==> src/rtl/apu_audio_pkg.sv <==
// apu_audio_pkg: register offsets, CSR bit positions and duty helpers for apu_audio_out
package apu_audio_pkg;
  localparam logic [1:0] REG_CSR = 2'd0;
  localparam logic [1:0] REG_DIV = 2'd1;
  localparam logic [1:0] REG_FIFO = 2'd2;
  localparam int CSR_EN = 0;
  localparam int CSR_FLUSH = 1;
  localparam int CSR_IRQ_EN = 2;
  localparam int CSR_THRESH = 8;
  localparam int CSR_LEVEL = 16;
  localparam int CSR_UNDERFLOW = 24;
  localparam int CSR_OVERFLOW = 25;
  localparam int CSR_FULL = 26;
  localparam int CSR_EMPTY = 27;
  localparam int CSR_FIELD_W = 4;
  function automatic int midscale(input int w);
    return 1 << (w - 1);
  endfunction
endpackage

==> src/rtl/apu_audio_fifo.sv <==
// apu_audio_fifo: flop FIFO with push/pop/flush and occupancy flags
module apu_audio_fifo #(
  parameter int DEPTH = 8,
  parameter int W = 32,
  localparam int AW = $clog2(DEPTH),
  localparam int LW = AW + 1
) (
  input  logic          clk,
  input  logic          rst_n,
  input  logic          push,
  input  logic          pop,
  input  logic          flush,
  input  logic [W-1:0]  wdata,
  output logic [W-1:0]  rdata,
  output logic [LW-1:0] level,
  output logic          full,
  output logic          empty
);
  logic [W-1:0] mem [DEPTH];
  logic [AW-1:0] wp, rp;
  logic do_pop, do_push;
  assign empty = level == '0;
  assign full = level == LW'(DEPTH);
  assign do_pop = pop && !empty;
  // a pop frees the slot the same cycle, so a push while full still lands
  assign do_push = push && (!full || do_pop);
  assign rdata = mem[rp];
  always_ff @(posedge clk)
    if (do_push && !flush) mem[wp] <= wdata;
  always_ff @(posedge clk or negedge rst_n)
    if (!rst_n) begin
      wp <= '0;
      rp <= '0;
      level <= '0;
    end else if (flush) begin
      wp <= '0;
      rp <= '0;
      level <= '0;
    end else begin
      wp <= wp + AW'(do_push);
      rp <= rp + AW'(do_pop);
      level <= level + LW'(do_push) - LW'(do_pop);
    end
endmodule

==> src/rtl/apu_audio_out.sv <==
// apu_audio_out: AHB-Lite sample FIFO, sample-rate scheduler and stereo PWM outputs
module apu_audio_out import apu_audio_pkg::*; #(
  parameter int FIFO_DEPTH = 8,
  parameter int W_PWM = 8,
  parameter int W_DIV = 8
) (
  input  logic        clk,
  input  logic        rst_n,
  input  logic [15:0] ahbls_haddr,
  input  logic [1:0]  ahbls_htrans,
  input  logic        ahbls_hwrite,
  input  logic [2:0]  ahbls_hsize,
  input  logic        ahbls_hready,
  input  logic [31:0] ahbls_hwdata,
  output logic        ahbls_hready_resp,
  output logic        ahbls_hresp,
  output logic [31:0] ahbls_hrdata,
  output logic        irq,
  output logic        audio_l,
  output logic        audio_r
);
  localparam int LW = $clog2(FIFO_DEPTH) + 1;
  localparam logic [W_PWM-1:0] MID = W_PWM'(midscale(W_PWM));
  logic ap_valid, ap_write;
  logic [1:0] ap_addr;
  logic en, irq_en, uf, of;
  logic [CSR_FIELD_W-1:0] thresh;
  logic [W_DIV-1:0] div, divctr;
  logic [W_PWM-1:0] ctr, duty_l, duty_r;
  logic [31:0] sample, csr_rd;
  logic [LW-1:0] level;
  logic full, empty, wr_csr, wr_div, push, flush, wrap, tick, pop, unused;
  assign ahbls_hready_resp = 1'b1;
  assign ahbls_hresp = 1'b0;
  assign unused = ^{ahbls_haddr[15:4], ahbls_haddr[1:0], ahbls_htrans[0], ahbls_hsize, sample};
  assign wr_csr = ap_valid && ap_write && ap_addr == REG_CSR;
  assign wr_div = ap_valid && ap_write && ap_addr == REG_DIV;
  assign push = ap_valid && ap_write && ap_addr == REG_FIFO;
  assign flush = wr_csr && ahbls_hwdata[CSR_FLUSH];
  assign wrap = en && ctr == '1;
  assign tick = wrap && divctr == div;
  assign pop = tick && !empty;
  assign irq = irq_en && 32'(level) <= 32'(thresh);
  assign audio_l = en && ctr < duty_l;
  assign audio_r = en && ctr < duty_r;
  apu_audio_fifo #(.DEPTH(FIFO_DEPTH), .W(32)) u_fifo (
    .clk(clk), .rst_n(rst_n), .push(push), .pop(pop), .flush(flush),
    .wdata(ahbls_hwdata), .rdata(sample), .level(level), .full(full), .empty(empty)
  );
  always_comb begin
    csr_rd = '0;
    csr_rd[CSR_EN] = en;
    csr_rd[CSR_IRQ_EN] = irq_en;
    csr_rd[CSR_THRESH +: CSR_FIELD_W] = thresh;
    csr_rd[CSR_LEVEL +: CSR_FIELD_W] = CSR_FIELD_W'(level);
    csr_rd[CSR_UNDERFLOW] = uf;
    csr_rd[CSR_OVERFLOW] = of;
    csr_rd[CSR_FULL] = full;
    csr_rd[CSR_EMPTY] = empty;
    ahbls_hrdata = !ap_valid || ap_write ? '0 :
                   ap_addr == REG_CSR ? csr_rd :
                   ap_addr == REG_DIV ? 32'(div) : '0;
  end
  always_ff @(posedge clk or negedge rst_n)
    if (!rst_n) begin
      ap_valid <= 1'b0;
      ap_write <= 1'b0;
      ap_addr <= '0;
    end else if (ahbls_hready) begin
      ap_valid <= ahbls_htrans[1];
      ap_write <= ahbls_hwrite;
      ap_addr <= ahbls_haddr[3:2];
    end
  always_ff @(posedge clk or negedge rst_n)
    if (!rst_n) begin
      en <= 1'b0;
      irq_en <= 1'b0;
      thresh <= '0;
      div <= '0;
      uf <= 1'b0;
      of <= 1'b0;
    end else begin
      if (wr_csr) begin
        en <= ahbls_hwdata[CSR_EN];
        irq_en <= ahbls_hwdata[CSR_IRQ_EN];
        thresh <= ahbls_hwdata[CSR_THRESH +: CSR_FIELD_W];
      end
      if (wr_div) div <= ahbls_hwdata[W_DIV-1:0];
      // a hardware event in the same cycle as the clear wins
      uf <= (tick && empty) || (uf && !(wr_csr && ahbls_hwdata[CSR_UNDERFLOW]));
      of <= (push && full && !pop && !flush) || (of && !(wr_csr && ahbls_hwdata[CSR_OVERFLOW]));
    end
  always_ff @(posedge clk or negedge rst_n)
    if (!rst_n) begin
      ctr <= '0;
      divctr <= '0;
      duty_l <= MID;
      duty_r <= MID;
    end else if (!en) begin
      ctr <= '0;
      divctr <= '0;
      duty_l <= MID;
      duty_r <= MID;
    end else begin
      ctr <= ctr + 1'b1;
      if (wrap) divctr <= tick ? '0 : divctr + 1'b1;
      if (pop) begin
        duty_l <= sample[15 -: W_PWM] ^ MID;
        duty_r <= sample[31 -: W_PWM] ^ MID;
      end
    end
endmodule

==> config.mk <==
export PLATFORM = sky130hd
export DESIGN_NAME = apu_audio_out
export DESIGN_NICKNAME = d
export VERILOG_FILES = /design/src/rtl/apu_audio_pkg.sv /design/src/rtl/apu_audio_fifo.sv /design/src/rtl/apu_audio_out.sv
export SDC_FILE = /design/constraint.sdc
export NUM_CORES = 1
export LEC_CHECK = 0
export BUFFER_PORTS_ARGS = -buffer_cell sky130_fd_sc_hd__buf_2
export CAP_MARGIN = 20
export CORE_MARGIN = 1
export CORE_UTILIZATION = 58
export CTS_BUF_LIST = sky130_fd_sc_hd__clkbuf_8 sky130_fd_sc_hd__clkbuf_16
export CTS_CLUSTER_SIZE = 14
export DETAILED_ROUTE_END_ITERATION = 12
export PLACE_DENSITY = 0.79
export SLEW_MARGIN = 20
export SYNTH_ARGS = -nofsm -noshare
export SYNTH_HDL_FRONTEND = slang
export SYNTH_SLANG_ARGS = --single-unit
==> constraint.sdc <==
create_clock -name clk -period 3.4 [get_ports clk]
set_input_delay 0.68 -clock clk [delete_from_list [all_inputs] [get_ports clk]]
set_output_delay 0.68 -clock clk [all_outputs]
set_load 0.05 [all_outputs]
==> results.json <==
{
  "cp_cell_sequence": "ha_1, o211a_1, o21ai_0, o21ai_0, a2111oi_2, buf_2",
  "crit_type": "flip-flop to primary output",
  "num_vias": 4865,
  "grt_antenna_before_repair": 0,
  "grtUsageTotal": 0.246,
  "synth_top_area_share": 0.455,
  "synth_xor_area_frac": 0.0218,
  "power_leakage_nw": 3.85,
  "max_slew_margin": 0.279,
  "grt_max_degree": 34,
  "grt_pass1_wl_um": 26400,
  "start_kind": "flip-flop",
  "setup_violations": 0,
  "cp-end-kind": "primary output",
  "path_buf_inv": 1,
  "via_per_inst": 5.85,
  "status": "complete, no violations",
  "grt-ovfl-total": 0,
  "rows": 43,
  "grt_pass1_vias": 4922,
  "hold_viol_final": 0,
  "io_buffers": 53,
  "yosysWarnings": 0,
  "wl_per_cell_um": 20.3,
  "synth_top_family_by_area": "multiplexers",
  "design.core.area_um2": 14000,
  "timing.setup.tns_ns": 0,
  "dp_slack_ns": 0.655,
  "crit_path_frequent_cell": "o21ai_0",
  "synth_cells": 573,
  "ys_ff_latch": 190,
  "yosys.area_share.simple": 0.0980,
  "rrSetupSlack_ns": 0.67,
  "required_ns": 2.72,
  "synth_area_per_cell_um2": 14.7,
  "final_common_cell": "edfxtp_1",
  "post-route-period-util": 0.953,
  "ant_nets": 0,
  "reg2reg_to": "u_fifo.level[1]$_DFF_PN0_",
  "timing.hold.ws_ns": 0.328,
  "clk_pin_slew_worst_paths_ns": 0.07,
  "yosysSeqAreaShare": 0.639,
  "clockRootBuffer": "clkbuf_16",
  "cap_viol_max_count": 0,
  "synth_area_um2": 8450,
  "htree_levels": 4,
  "min_period_ns": 3.24,
  "synth_cell_types": 48,
  "area_growth_pct": 12.4,
  "async_reset_ff_frac": 0.326,
  "chipHeight_um": 123,
  "worst_slew_pin_slew_ns": 1.07,
  "dr.pass1.iters": 5,
  "worstPathMaxFanout": 6,
  "synth_compound_area_frac": 0.0358,
  "cp_top_family": "compound AO/OA/AOI/OAI gates",
  "synth_edf_count": 128,
  "ctsResizeCount": 0,
  "drive_gt1_frac": 0.236,
  "start_util": 0.602,
  "rr_startpoint": "ctr[1]$_DFF_PN0_",
  "synth_fa_ha_area_frac": 0.0438,
  "fmax_mhz": 308,
  "drc_errors": 0,
  "worstHoldPathType": "input port to asynchronous set/reset pin",
  "cts_setup_buffers": 0,
  "r2r_cells": 9,
  "clk_path_buf_depth": 2,
  "yosys.area.top_type": "edfxtp_1",
  "place_hpwl_um": 10700,
  "rsz0062_at_grt": "no",
  "slew_viol_final": 0,
  "cts_hold_buf": 0,
  "setup_ws_ns": 0.158,
  "p_per_area_nw_per_um2": 625,
  "ioPinCount": 94,
  "cts_buffers": 17,
  "cts_tree": "built",
  "cts_sinks": 190,
  "power_w": 0.00594,
  "mostFrequentLayoutCells": "128 x edfxtp_1, 59 x dfrtp_1, 53 x buf_2",
  "die-area_um2": 15100,
  "ys.flop_type": "edfxtp_1",
  "critPathSlowestCell": "dfrtp_1",
  "clk_latency_ns": 0.44,
  "diodes": 0,
  "die_x_um": 123,
  "finClkSkew_ns": 0.00729,
  "wirelength_um": 16900,
  "gp_congestion": 0.809,
  "fin_util": 0.676,
  "synthMuxAreaShare": 0.125,
  "drt_iter0_markers": 459,
  "crit_arrival_ns": 2.56,
  "finish.net_count": 725,
  "synth_area_leaders": "edfxtp_1 45%, dfrtp_1 18%, mux4_2 8.5%",
  "max_stage_delay_ns": 0.46,
  "ir_worst_vdd_uv": 356
}
## layer usage
layer,vias up,GRT usage,wire length (um),share of wire
met5,-,0,0,0
met3,27,0.0446,783,0.046
met1,2472,0.321,6920,0.41
met4,0,0.0968,348,0.021
met2,158,0.412,8820,0.52
li1,2208,-,-,-
## worst reg2reg max path: cells and delay by family (launching register included)
family          cells  cell delay (ns)
fa+ha+maj           3             0.83
compound gates      1             0.22
flops               1             0.44
simple gates        5             1.14
## worst max-delay path by stage
stage / to / start / depth (start not counted) / slack [ns]
after detailed placement: audio_r / ctr[6]$_DFF_PN0_ / 6 / 0.66
after floorplan: audio_r / duty_r[7]$_DFFE_PN1P_ / 6 / 0.47
after CTS: audio_r / ctr[6]$_DFF_PN0_ / 6 / 0.15
after global placement: audio_r / duty_r[7]$_DFFE_PN1P_ / 7 / 0.72
final: audio_r / ctr[6]$_DFF_PN0_ / 6 / 0.16
after global routing: audio_r / ctr[6]$_DFF_PN0_ / 6 / 0.08
## per-stage QoR
step,cell area [um2],std cells
2_1_floorplan,8510,585
3_3_place_gp,8910,800
3_5_place_dp,8910,800
4_1_cts,9500,832
5_1_grt,9500,832
6_report,9500,832
## logic make-up after synthesis
logic type | after synthesis
buffers and inverters | 59
muxes | 64
adders and majority gates | 29
other | 2
xor gates and xnor gates | 21
DFF | 190
and+or+nand+nor | 164
AOI/OAI and AO/OA | 44
## registers in the layout (all words and copies together) (netlist names)
name and count:
u_fifo.level 4, u_fifo.mem 128, irq_en 1, duty_l 8, en 1, u_fifo.rp 3, ctr 8, uf 1
duty_r 8, ap_addr 2, thresh 4, divctr 8, ap_valid 1, u_fifo.wp 3, div 8, of 1
ap_write 1
## synth_stat cells (2+ instances only)
cell type  instances
a2111oi_0          2
a21o_1             7
a21oi_1            5
a22o_1             2
and2_1            19
and3_1             5
and4_1             3
and4b_1            3
and4bb_1           2
buf_1              2
buf_2              6
buf_4             19
clkbuf_1           7
conb_1             2
dfrtp_1           60
dfstp_2            2
edfxtp_1         128
ha_1              28
inv_1             25
mux2_2            14
mux2i_1           18
mux4_2            32
nand2_1           50
nand2b_1           6
nand3_1            8
nand4_1            2
nor2_1            48
nor2b_1            2
nor3_1             3
nor3b_1            2
nor4_1             7
o211a_1            2
o21ai_0           16
o21bai_1           3
xnor2_1           18
xor2_1             3
## layout make-up
class	count	area, um2
timing repair buffer	69	385
fill	902	4540
multi-input combinational	336	2810
inverter	25	93.8
tap	180	225
sequential	190	5400
clock buffer	17	425
clock inverter	15	160
## power breakdown
part           internal, W  switching, W  leakage (nW)  total, W
registers          0.00264      0.000155          1.95   0.00280
logic             0.000463      0.000709          1.60   0.00117
clock network      0.00110      0.000867         0.295   0.00196
(Power assumes the default switching activity.)
